`src/rtl/sdram_arb_pkg.sv`:
```
// Shared encodings and default sizing for the SDRAM arbiter and its refresh timer.
package sdram_arb_pkg;

  typedef enum logic [1:0] {
    CMD_NONE = 2'b00,
    CMD_REF  = 2'b01,
    CMD_WR   = 2'b10,
    CMD_RD   = 2'b11
  } cmd_type_e;

  typedef enum logic [1:0] {
    ST_INIT  = 2'b00,
    ST_IDLE  = 2'b01,
    ST_ISSUE = 2'b10,
    ST_WAIT  = 2'b11
  } state_e;

  localparam int REF_PERIOD_DEF = 1040;
  localparam int BURST_LEN_DEF  = 256;
  localparam int RD_THRESH_DEF  = 256;

  // Start address of the last row of a frame; the write pointer wraps after it.
  localparam logic [15:0] FRAME_LAST_ADDR = 16'hFF00;

endpackage

```
`src/rtl/sdram_ref_timer.sv`:
```
// Auto-refresh interval timer: raises ref_pend every REF_PERIOD clocks and flags a
// sticky overrun when an interval elapses while the previous refresh is still pending.
module sdram_ref_timer
  import sdram_arb_pkg::*;
#(
  parameter int REF_PERIOD = REF_PERIOD_DEF
) (
  input  logic clk,
  input  logic rst,
  input  logic en,
  input  logic ref_ack,
  output logic ref_pend_o,
  output logic ref_overrun_o
);

  localparam int TW = (REF_PERIOD > 1) ? $clog2(REF_PERIOD) : 1;
  localparam logic [TW-1:0] RELOAD = TW'(REF_PERIOD - 1);

  logic [TW-1:0] timer_q, timer_d;
  logic          ref_pend_q, ref_pend_d;
  logic          overrun_q, overrun_d;
  logic          expire;

  always_comb begin
    timer_d = timer_q;
    expire  = 1'b0;
    if (en) begin
      if (timer_q == '0) begin
        timer_d = RELOAD;
        expire  = 1'b1;
      end else begin
        timer_d = timer_q - TW'(1);
      end
    end
    // An expiry in the same cycle as the acknowledge starts a fresh request.
    ref_pend_d = (ref_pend_q && !ref_ack) || expire;
    overrun_d  = overrun_q || (expire && ref_pend_q && !ref_ack);
  end

  always_ff @(posedge clk) begin
    if (rst) begin
      timer_q    <= RELOAD;
      ref_pend_q <= 1'b0;
      overrun_q  <= 1'b0;
    end else begin
      timer_q    <= timer_d;
      ref_pend_q <= ref_pend_d;
      overrun_q  <= overrun_d;
    end
  end

  assign ref_pend_o    = ref_pend_q;
  assign ref_overrun_o = overrun_q;

endmodule

```
`src/rtl/sdram_arbiter.sv`:
```
// Fixed-priority SDRAM command arbiter (refresh > display read > camera write) with
// row-burst address pointers and a one-command-at-a-time issue/wait handshake.
module sdram_arbiter
  import sdram_arb_pkg::*;
#(
  parameter int REF_PERIOD = REF_PERIOD_DEF,
  parameter int BURST_LEN  = BURST_LEN_DEF,
  parameter int RD_THRESH  = RD_THRESH_DEF
) (
  input  logic        clk_133M_i,
  input  logic        rst_133i,
  input  logic        init_done_i,
  input  logic [10:0] wr_fifo_used_i,
  input  logic [10:0] rd_fifo_used_i,
  input  logic        rd_en_i,
  output logic        cmd_valid_o,
  output logic [1:0]  cmd_type_o,
  output logic [15:0] cmd_addr_o,
  input  logic        cmd_ready_i,
  input  logic        cmd_done_i,
  output logic        busy_o,
  output logic        wr_frame_o,
  output logic        ref_overrun_o
);

  localparam logic [15:0] BURST_STEP = 16'(BURST_LEN);
  localparam logic [10:0] WR_LEVEL   = 11'(BURST_LEN);
  localparam logic [10:0] RD_LEVEL   = 11'(RD_THRESH);

  state_e      state_q, state_d;
  cmd_type_e   cmd_type_q, cmd_type_d;
  logic [15:0] cmd_addr_q, cmd_addr_d;
  logic [15:0] wr_addr_q, wr_addr_d;
  logic [15:0] rd_addr_q, rd_addr_d;
  logic        wr_frame_q, wr_frame_d;
  logic        ref_pend, ref_ack, timer_en;
  logic        rd_req, wr_req, rd_active;

  assign timer_en = (state_q != ST_INIT);
  assign ref_ack  = (state_q == ST_ISSUE) && (cmd_type_q == CMD_REF) && cmd_ready_i;
  assign rd_req   = rd_en_i && (rd_fifo_used_i <= RD_LEVEL);
  assign wr_req   = (wr_fifo_used_i >= WR_LEVEL);

  sdram_ref_timer #(
    .REF_PERIOD (REF_PERIOD)
  ) u_ref_timer (
    .clk           (clk_133M_i),
    .rst           (rst_133i),
    .en            (timer_en),
    .ref_ack       (ref_ack),
    .ref_pend_o    (ref_pend),
    .ref_overrun_o (ref_overrun_o)
  );

  always_comb begin
    state_d    = state_q;
    cmd_type_d = cmd_type_q;
    cmd_addr_d = cmd_addr_q;
    wr_addr_d  = wr_addr_q;
    rd_addr_d  = rd_addr_q;
    wr_frame_d = 1'b0;
    rd_active  = ((state_q == ST_ISSUE) || (state_q == ST_WAIT)) && (cmd_type_q == CMD_RD);

    case (state_q)
      ST_INIT: begin
        if (init_done_i) state_d = ST_IDLE;
      end
      ST_IDLE: begin
        if (ref_pend) begin
          cmd_type_d = CMD_REF;
          cmd_addr_d = '0;
          state_d    = ST_ISSUE;
        end else if (rd_req) begin
          cmd_type_d = CMD_RD;
          cmd_addr_d = rd_addr_q;
          state_d    = ST_ISSUE;
        end else if (wr_req) begin
          cmd_type_d = CMD_WR;
          cmd_addr_d = wr_addr_q;
          state_d    = ST_ISSUE;
        end
      end
      ST_ISSUE: begin
        if (cmd_ready_i) state_d = ST_WAIT;
      end
      ST_WAIT: begin
        if (cmd_done_i) begin
          state_d = ST_IDLE;
          if (cmd_type_q == CMD_WR) begin
            if (wr_addr_q == FRAME_LAST_ADDR) begin
              wr_addr_d  = '0;
              wr_frame_d = 1'b1;
            end else begin
              wr_addr_d = wr_addr_q + BURST_STEP;
            end
          end else if (cmd_type_q == CMD_RD) begin
            rd_addr_d = rd_addr_q + BURST_STEP;
          end
        end
      end
      default: state_d = ST_INIT;
    endcase

    // The display pointer restarts at the frame top whenever the display path is idle.
    if (!rd_en_i && !rd_active) rd_addr_d = '0;
  end

  always_ff @(posedge clk_133M_i) begin
    if (rst_133i) begin
      state_q    <= ST_INIT;
      cmd_type_q <= CMD_NONE;
      cmd_addr_q <= '0;
      wr_addr_q  <= '0;
      rd_addr_q  <= '0;
      wr_frame_q <= 1'b0;
    end else begin
      state_q    <= state_d;
      cmd_type_q <= cmd_type_d;
      cmd_addr_q <= cmd_addr_d;
      wr_addr_q  <= wr_addr_d;
      rd_addr_q  <= rd_addr_d;
      wr_frame_q <= wr_frame_d;
    end
  end

  assign cmd_valid_o = (state_q == ST_ISSUE);
  assign cmd_type_o  = (state_q == ST_ISSUE) ? cmd_type_q : CMD_NONE;
  assign cmd_addr_o  = (state_q == ST_ISSUE) ? cmd_addr_q : 16'h0000;
  assign busy_o      = (state_q == ST_ISSUE) || (state_q == ST_WAIT);
  assign wr_frame_o  = wr_frame_q;

endmodule

```
`config.mk`:
```
export PLATFORM = sky130hd
export DESIGN_NAME = sdram_arbiter
export DESIGN_NICKNAME = d
export VERILOG_FILES = /design/src/rtl/sdram_arb_pkg.sv /design/src/rtl/sdram_ref_timer.sv /design/src/rtl/sdram_arbiter.sv
export SDC_FILE = /design/constraint.sdc
export NUM_CORES = 1
export LEC_CHECK = 0
export ABC_AREA = 1
export CORE_UTILIZATION = 41
export CTS_CLUSTER_DIAMETER = 150
export DETAILED_ROUTE_END_ITERATION = 8
export PLACE_DENSITY_LB_ADDON = 0.15
export REMOVE_ABC_BUFFERS = 1
export SETUP_SLACK_MARGIN = 0.4
export SLEW_MARGIN = 10
export SYNTH_ARGS = -nofsm -noshare
export SYNTH_HDL_FRONTEND = slang
export SYNTH_SLANG_ARGS = --single-unit
```
`constraint.sdc`:
```
create_clock -name clk_133M_i -period 2 [get_ports clk_133M_i]
set_clock_uncertainty 0.15 [all_clocks]
set_input_delay 0.4 -clock clk_133M_i [delete_from_list [all_inputs] [get_ports clk_133M_i]]
set_output_delay 0.4 -clock clk_133M_i [all_outputs]
set_load 0.05 [all_outputs]
```
==> key figures <==
Clocking
  – Num Clock Sinks: 43
  – Longest Clk Path Bufs: 2
  – Hold-fix buffers at CTS: 0
  – Clock-pin slew on the worst setup and hold paths: roughly 80 ps
  – Clk Latency, worst-skew pair: 300 ps
  – H-Tree Depth: 2
  – Clock root cell: clkbuf_8
  – CTS tree: done
  – Number of CTS-inserted buffers: 5

Synth
  – Post-synth cell types: 39
  – Post-synthesis sequential area ratio: 37.7%
  – Commonest cells post-synth: 76 x nand2_1, 44 x inv_1, 43 x dfxtp_1
  – Post-synthesis simple-gate area fraction: around a third
  – Cell Area, Synth: between 0.002 and 0.0025 mm²
  – Synth warn: 0
  – Mapped Cells: approximately 310
  – EDFF count, synth: 0
  – Ranking of synthesized cells by area: dfxtp_1 38%, nand2_1 13%, inv_1 7.2%
  – Synth top area share: between 30% and 40%
  – Compound-Gate Fraction of Synth Area: between 10% and 20%
  – Largest area contributor in the netlist: dfxtp_1
  – Number of synthesized register bits: 43
  – Largest family of logic cells by synthesized area: simple AND/OR/NAND/NOR gates
  – Synth Area in XOR/XNOR: under 10%
  – Mux cell area share after synthesis: 0%
  – Ys flop type: dfxtp_1
  – Ys async rst share: 0%
  – Avg Cell Area, Syn: roughly 7.3 µm²
  – Post-Synth Adder-Cell Area: under 10%
  – Most common cell in the netlist: nand2_1

Run status
  – Status: finished clean

Layout
  – Final Net Count: 420
  – Ant. Diodes: 0
  – Fraction of layout cells with a size suffix above 1: approximately two fifths
  – Final Non-Filler Cells: around 450
  – Core Util, Final: between 60% and 70%
  – Post-synthesis to final-layout area growth: 57.9%
  – Fin area: roughly 0.0036 mm²

Routing
  – 1st-iter DRT viols: 70
  – DRT Wirelength: 5.78 mm
  – DRT Pass-1 Iters: 4
  – Via count: approximately 2.2k
  – Avg WL per Cell: 12.7 µm
  – Drt via density: 4.87
  – Final ANT Viol Nets: 0
  – Detailed-route DRC error count: 0

Pwr
  – Final Power: about 2.7 mW
  – Maximum VDD drop: between 400 and 500 µV
  – Leakage: around 1.6 nW
  – PwrDens: ~760 mW/mm²

Place
  – RD Place Congestion: ~0.77
  – Number of I/O port buffers: 41
  – DP Wirelength: between 3 and 4 mm
  – Dpl cell area: 0.00303 mm²
  – Cells after DPL: between 400 and 500

Hold path
  – Min-delay worst type: register to register
  – Hold wc startpoint: cmd_addr_q[7]

STA
  – Relative slew slack: approximately three quarters
  – Unrepaired setup endpoints after global routing: yes
  – Slew Limit Fails: 0
  – Final setup TNS: 0 ps
  – Final Hold Viols: 0
  – FMAX: ~540 MHz
  – Slew @ Worst Pin: ~370 ps
  – Final min period: ~1900 ps
  – Setup violators final: 0
  – Tcrit/Tclk final: 93.3%

Setup path
  – Reg2reg start: state_q[1]
  – R2r setup slk: 260 ps
  – CP startpoint kind: register
  – Critical path origin: state_q[0]
  – Required @ worst endpoint: between 1000 and 1500 ps
  – Crit path kind: register to primary output
  – Largest fanout on the critical path: 8
  – Worst setup EP type: primary output
  – Arrival @ worst endpoint: ~1300 ps

Run
  – Max-Cap Viols: 0

Global routing
  – Vias in the first global route: 2180
  – First-pass GRT wire length: 9.52 mm
  – GRT Util Overall: between 20% and 30%
  – Initial antenna violation count: 0
  – Gr ovfl total: 0
  – Pin count of the biggest net entering global routing: 21

Floorplanning
  – Die Y: 76.6 µm
  – Die ar.: between 0.005 and 0.006 mm²
  – # rows: 26
  – Top-Level Pins: 50
  – Total core area: around 0.0052 mm²
  – Initial core utilization: about 44%
  – Die width: roughly 77 µm
-- final cells by class --
| cell class | instances | area, µm² |
|---|---|---|
| clock inverters | 2 | 37.5 |
| clock buffers | 5 | 68.8 |
| flip-flops and latches | 43 | 873 |
| fillers | 430 | 1630 |
| inverters | 45 | 179 |
| well taps | 70 | 87.6 |
| repair buffers | 74 | 880 |
| multi-input cells | 215 | 1480 |
-- what timing repair did --
item,CTS,global route
resized for setup,75,46
endpoints found under the hold margin,0,0
buffers inserted,12,3
gates cloned,3,0
pin swaps,23,23
setup endpoints to repair,57,60
-- per-stage QoR --
| stage | hold slack [ps] | setup slack [ps] |
|---|---|---|
| after floorplan | 269 | -2010 |
| after detailed placement | 281 | -191 |
| after CTS | 307 | 153 |
| after global routing | 328 | 86.7 |
| final | 317 | 133 |
| after global placement | 279 | -156 |
-- state kept, by name, summed over array words and instances, names as in the netlist --
name,cells
cmd_addr_q,9
u_ref_timer.ref_overrun_o,1
u_ref_timer.ref_pend_o,1
wr_frame_o,1
cmd_type_q,2
u_ref_timer.timer_q,11
rd_addr_q,8
wr_addr_q,8
state_q,2
-- kinds of logic after synthesis --
logic type	after synthesis
and+or+nand+nor	155
xor gates and xnor gates	9
adders and majority gates	8
buffers and inverters	57
AOI/OAI and AO/OA	42
DFF	43
-- critical path, stage by stage, from the launching register on --
cell	delay, ps
dfxtp_4	360
inv_4	60
ha_4	170
nand2_2	60
inv_2	60
buf_12	150
buf_12	140
-- where the power goes --
| part | switching (mW) | total, mW | internal, mW |
|---|---|---|---|
| sequential | 0.0830 | 1.01 | 0.926 |
| clock | 0.301 | 0.666 | 0.365 |
| combinational | 0.588 | 1.06 | 0.473 |
-- final timing paths --
kind,end,cells after the start
setup reg to reg,u_ref_timer.timer_q[9],9
hold / removal,cmd_addr_q[7],2
setup / recovery,cmd_addr_o[6],6
hold reg to reg,cmd_addr_q[7],2
-- metal layers --
layer	track usage, %	vias to the layer above	part of all wire (%)
met4	5.19	0	0.76
met5	0	-	0
met3	3.59	4	3.1
li1	-	1131	-
met2	37.0	38	52
met1	23.5	1036	44
-- cells in the final DEF, fill, tap and decap left out, types with 2 or more instances in the layout --
cell type,instances
nand3b_1,2
clkdlybuf4s50_1,8
nor2_1,26
ha_4,3
nor3_4,3
a21oi_1,16
inv_1,28
dfxtp_4,3
xor2_1,8
inv_2,13
nor2_2,4
nand3_4,4
clkbuf_8,5
dfxtp_1,39
o21ai_0,5
nor2_4,4
ha_1,4
buf_4,27
nor3_2,5
a21oi_4,2
nand3_2,4
dlygate4sd2_1,10
nand2_1,53
buf_6,7
nor3_1,2
a21oi_2,10
nand2_4,8
nand2_2,18
nand3_1,17
buf_12,21
inv_4,4
o21ai_2,2
(Power assumes the default switching activity.)
